==> src/rtl/block_path_guide.sv <==
// Validates block requests against the local occupancy map and lights a one-hot path lamp.
// It then tracks the car through the synchronized SENS_PAR edges and commits the block on arrival.
module block_path_guide #(
  parameter int TIMEOUT     = 1000,
  parameter int SYNC_STAGES = 2
) (
  input  logic       CKT,
  input  logic       RSTN,
  input  logic [2:0] SEL,
  input  logic       SEL_VLD,
  input  logic [2:0] LV_SEL,
  input  logic       LV_VLD,
  input  logic       SENS_PAR,
  output logic [7:0] PATH,
  output logic       BUSY,
  output logic [7:0] OCC,
  output logic [2:0] FREE_CNT,
  output logic       FULL,
  output logic       DONE,
  output logic       REJ,
  output logic       TOUT
);

  localparam int TW = $clog2(TIMEOUT + 1);
  localparam logic [TW-1:0] TLAST = TW'(TIMEOUT - 1);

  localparam logic [1:0] IDLE    = 2'd0;
  localparam logic [1:0] GUIDE   = 2'd1;
  localparam logic [1:0] TRANSIT = 2'd2;

  logic [SYNC_STAGES-1:0] sync_q;
  logic                   hist_q;
  logic                   par_s;
  logic                   par_rise;
  logic                   par_fall;

  logic [1:0]    state, state_n;
  logic [2:0]    cur, cur_n;
  logic [TW-1:0] timer, timer_n;
  logic [7:0]    path_n;
  logic          busy_n, done_n, rej_n, tout_n, commit;
  logic [7:0]    occ_n;
  logic [2:0]    used_cnt;
  logic [2:0]    free_n;

  always_ff @(posedge CKT or negedge RSTN) begin
    if (!RSTN) begin
      sync_q <= '0;
      hist_q <= 1'b0;
    end else begin
      sync_q <= {sync_q[SYNC_STAGES-2:0], SENS_PAR};
      hist_q <= sync_q[SYNC_STAGES-1];
    end
  end

  assign par_s    = sync_q[SYNC_STAGES-1];
  assign par_rise = par_s & ~hist_q;
  assign par_fall = ~par_s & hist_q;

  always_comb begin
    state_n = state;
    cur_n   = cur;
    timer_n = timer;
    path_n  = PATH;
    busy_n  = BUSY;
    done_n  = 1'b0;
    rej_n   = 1'b0;
    tout_n  = 1'b0;
    commit  = 1'b0;
    case (state)
      IDLE: begin
        if (SEL_VLD && SEL != 3'd7) begin
          if (OCC[SEL]) begin
            rej_n = 1'b1;
          end else begin
            cur_n   = SEL;
            path_n  = 8'd1 << SEL;
            busy_n  = 1'b1;
            timer_n = '0;
            state_n = GUIDE;
          end
        end
      end
      GUIDE: begin
        timer_n = timer + 1'b1;
        rej_n   = SEL_VLD && SEL != 3'd7;
        // A car edge arriving on the last timer cycle still wins over abandoning.
        if (par_rise) begin
          state_n = TRANSIT;
        end else if (timer == TLAST) begin
          tout_n  = 1'b1;
          path_n  = 8'h80;
          busy_n  = 1'b0;
          state_n = IDLE;
        end
      end
      TRANSIT: begin
        rej_n = SEL_VLD && SEL != 3'd7;
        if (par_fall) begin
          commit  = 1'b1;
          done_n  = 1'b1;
          path_n  = 8'h80;
          busy_n  = 1'b0;
          state_n = IDLE;
        end
      end
      default: begin
        path_n  = 8'h80;
        busy_n  = 1'b0;
        state_n = IDLE;
      end
    endcase
  end

  // Leave is applied before commit so a same-cycle commit to that block wins.
  always_comb begin
    occ_n = OCC;
    if (LV_VLD) occ_n[LV_SEL] = 1'b0;
    if (commit) occ_n[cur] = 1'b1;
    occ_n[7] = 1'b0;
    used_cnt = 3'd0;
    for (int i = 0; i < 7; i++) used_cnt = used_cnt + {2'b00, occ_n[i]};
    free_n = 3'd7 - used_cnt;
  end

  always_ff @(posedge CKT or negedge RSTN) begin
    if (!RSTN) begin
      state    <= IDLE;
      cur      <= 3'd0;
      timer    <= '0;
      PATH     <= 8'h80;
      BUSY     <= 1'b0;
      OCC      <= 8'h00;
      FREE_CNT <= 3'd7;
      FULL     <= 1'b0;
      DONE     <= 1'b0;
      REJ      <= 1'b0;
      TOUT     <= 1'b0;
    end else begin
      state    <= state_n;
      cur      <= cur_n;
      timer    <= timer_n;
      PATH     <= path_n;
      BUSY     <= busy_n;
      OCC      <= occ_n;
      FREE_CNT <= free_n;
      FULL     <= (free_n == 3'd0);
      DONE     <= done_n;
      REJ      <= rej_n;
      TOUT     <= tout_n;
    end
  end

endmodule

==> config.mk <==
export PLATFORM = sky130hd
export DESIGN_NAME = block_path_guide
export DESIGN_NICKNAME = d
export VERILOG_FILES = /design/src/rtl/block_path_guide.sv
export SDC_FILE = /design/constraint.sdc
export NUM_CORES = 1
export LEC_CHECK = 0
export ABC_AREA = 1
export CORE_UTILIZATION = 40
export CTS_BUF_LIST = sky130_fd_sc_hd__clkbuf_4 sky130_fd_sc_hd__clkbuf_8 sky130_fd_sc_hd__clkbuf_16
export CTS_CLUSTER_SIZE = 8
export DETAILED_ROUTE_END_ITERATION = 10
export HOLD_SLACK_MARGIN = 0.12
export SLEW_MARGIN = 0
export SYNTH_ARGS = -nofsm -noshare
export SYNTH_HDL_FRONTEND = slang
export SYNTH_SLANG_ARGS = --single-unit
==> constraint.sdc <==
create_clock -name CKT -period 7.25 [get_ports CKT]
set_input_delay 1.0875 -clock CKT [delete_from_list [all_inputs] [get_ports CKT]]
set_output_delay 1.0875 -clock CKT [all_outputs]
set_load 0.01 [all_outputs]
==> summary.txt <==
Pre-CTS setup slack: 3370 ps
Cell Pwr Density: 338 nW/µm²
Cell family with most CP delay: adder cells
Synth Area in Adders: 7.36%
Worst hold path endpoint: sync_q[1]$_DFF_PN0_
Max Root-Sink Buffers: 2
CTS H-tree depth: 2
Storage element area: 1030 µm²
Number of remaining DRC errors: 0
GRT Util Overall: 17.6%
R2r endpoint: FULL$_DFF_PN0_
Clock power share: 17.1%
Post-cts sizing count: 0
Synth Area in Compound Gates: 6.21%
Startpoint types: input port
FF+latch count, synth: 41
Cells on worst reg2reg path: 10
Worst-margin pin slew: 886 ps
Area share of the leading cell type in the synthesized netlist: 42.5%
Reg2reg setup slack: 3880 ps
Layout cells sized above 1: 7.67%
Ranking of synthesized cells by area: dfrtp_1 (43%), nand2_1 (14%), inv_1 (5.9%)
Post-CTS Hold Buffers: 0
Critical Path, Cell by Cell: clkdlybuf4s50_1 > inv_1 > nor2_1 > inv_1 > o31ai_1 > nand2_1 > inv_1 > fa_1 > inv_1 > ha_1 > fa_1 > ha_1 > xnor2_1 > nor3_1
Worst R2R Start: state[0]$_DFFE_PN0P_
Worst Setup End Kind: flip-flop
Final GP Congestion: 0.815
Arr. time, crit path: 3710 ps
Die Span Y: 75.8 µm
Largest family of logic cells by synthesized area: simple AND/OR/NAND/NOR gates
Minimum clock period after layout: 3540 ps
Simple-gate portion of the synthesized area: 28.9%
Comb pwr share: 44.3%
Syn_area_per_cell: 8.25 µm²
Synthesis Warnings: 0
Final Hold Vio Count: 0
Share of total power in sequential cells: 38.6%
WHS: 350 ps
Power Internal: 533 µW
RSZ-0062 raised after global routing: false
Die area: 5740 µm²
Worst slew margin: 40.9%
Max Cap Viol: 0
Antenna diodes: 0
Hold Crit Class: flip-flop to flip-flop
Area taken by multi-input logic gates: 980 µm²
Buf/Inv on CP: 5
Total clock sinks: 41
Register area share after synthesis: 47.4%
Mapped cell area: 2180 µm²
CTS tree: yes
CTS Buf Count: 5
Initial Util: 42.1%
Worst Hold Launch: sync_q[0]$_DFF_PN0_
CP peak stage delay: 470 ps
Switching power: 362 µW
Vias per cell: 4.78
Peak supply drop: 0.182 mV
Xor-xnor portion of the synthesized cell area: 2.41%
Initial drt markers: 61
Setup_tns: 0 ps
Clk root buf: clkbuf_8
Status: finished, final reports clean
Io pins: 35
Dominant cell type by area after synthesis: dfrtp_1
WS Path Type: input port to flip-flop
Via count: 1767
Distinct cells, synth: 29
Clk_lat worst skew: 290 ps
CP required: 7420 ps
Overflow after GRT: 0
Most used cell along the critical path: inv_1
Slowest cell on crit path: clkdlybuf4s50_1
Antenna viol nets, final: 0
Vias in the first global route: 1570
DIE WIDTH: 75.8 µm
Layout area overhead: 21.4%
DR WL/cell: 11.9 µm
DP HPWL: 3.25 mm
Final setup violation count: 0
Crit-path max FO: 4
Nets: 321
I/O Buffers: 33
Final wirelength: 4.40 mm
Worst-path clk slew: 70 ps
Largest net degree at the start of global routing: 42
Post-Route Skew: 8.49 ps
Slew Viols, Final: 0
Post-synthesis mux area share: 0%
Period Utilization, post-route: 48.8%
Post-CTS setup repair buffer count: 0
Initial antenna violation count: 0
Core area: 5170 µm²
Max Clk Rate: 282 MHz
Switch share: 40.4%
WHS Path Cells: 0
First-pass GRT wire length: 7.51 mm
Row cnt: 26
Final WS setup: 3710 ps
DR pass1 iterations: 4
Cells after Synth: 264
Syn_nets: 286
Pleak: 0.00132 µW
Filler cell count in the final layout: 510
per-stage QoR:
stage	area (µm²)	cells	total power (µW)	utilization (%)
after floorplan	2180	264	605	-
after global placement	2550	362	748	49.4
after detailed placement	2550	362	752	49.4
after CTS	2640	370	907	51.1
after global routing	2640	370	974	51.1
final	2640	370	895	51.1
power by group through the flow:
stage	registers, µW	clock network [µW]	logic, µW
final	346	153	396
after global placement	350	0	398
after CTS	346	157	404
after detailed placement	349	0	404
after floorplan	355	0	249
after global routing	355	166	453
cell families (layout without fill, tap and decap cells):
logic type | Yosys count | after routing
AOI/OAI and AO/OA | 23 | 23
xor gates and xnor gates | 6 | 6
adders and majority gates | 11 | 11
other | 1 | 1
and+or+nand+nor | 142 | 142
buffers and inverters | 40 | 76
DFF | 41 | 41
routing by layer:
metal | track usage, % | up-vias | wire length, µm
met3 | 4.37 | 4 | 173
met2 | 27.3 | 38 | 1980
met4 | 5.56 | 0 | 55
met1 | 24.1 | 816 | 2190
li1 | - | 909 | -
met5 | 0 | - | 0
layout by cell type (no fill, tap or decap), types with 5 or more instances in the layout:
cell | synthesis | layout
nand4_1 | 6 | 6
nand2_1 | 80 | 80
clkdlybuf4s50_1 | 0 | 32
nand3_1 | 21 | 21
o21ai_0 | 13 | 13
clkbuf_8 | 0 | 5
nor2_1 | 21 | 21
inv_1 | 34 | 34
ha_1 | 8 | 8
dfrtp_1 | 37 | 37
worst max-delay path by stage:
stage	endpoint	cells past startpoint	slack (ps)	startpoint
after floorplan	FULL$_DFF_PN0_	13	4050	LV_SEL[2]
after global placement	FULL$_DFF_PN0_	12	3460	LV_VLD
after detailed placement	FULL$_DFF_PN0_	13	3370	LV_SEL[0]
after CTS	FULL$_DFF_PN0_	13	3680	LV_SEL[0]
after global routing	FULL$_DFF_PN0_	14	3500	LV_VLD
final	FULL$_DFF_PN0_	14	3710	LV_VLD
Yosys cell counts:
master,count
a211oi_1,1
buf_6,1
dfrtp_1,37
nor2_4,1
conb_1,1
nand3b_1,1
nor3_1,4
nand2_1,80
dfstp_2,4
inv_2,1
inv_1,34
xor2_1,4
ha_1,8
clkbuf_1,1
fa_1,3
o21ai_1,3
nand3_2,3
buf_2,1
xnor2_1,2
a21oi_1,1
nand2_2,4
o41ai_1,4
nand4_1,6
buf_4,2
nand3_1,21
nand4_2,1
o31ai_1,1
nor2_1,21
o21ai_0,13
sequential cells by signal, indices dropped and copies added, names as in the netlist:
signal	cells
REJ	1
TOUT	1
sync_q	2
FREE_CNT	3
timer	10
hist_q	1
DONE	1
OCC	7
FULL	1
cur	3
PATH	8
state	2
BUSY	1
final cells by class:
class | instances | area share [%]
Tap cell | 70 | 3.31
Inverter | 35 | 4.97
Clock inverter | 1 | 0.189
Clock buffer | 7 | 3.17
Timing Repair Buffer | 33 | 12.3
Multi-Input combinational cell | 183 | 37.1
Sequential cell | 41 | 39.0
No activity file was read; power rests on OpenSTA's default activity.
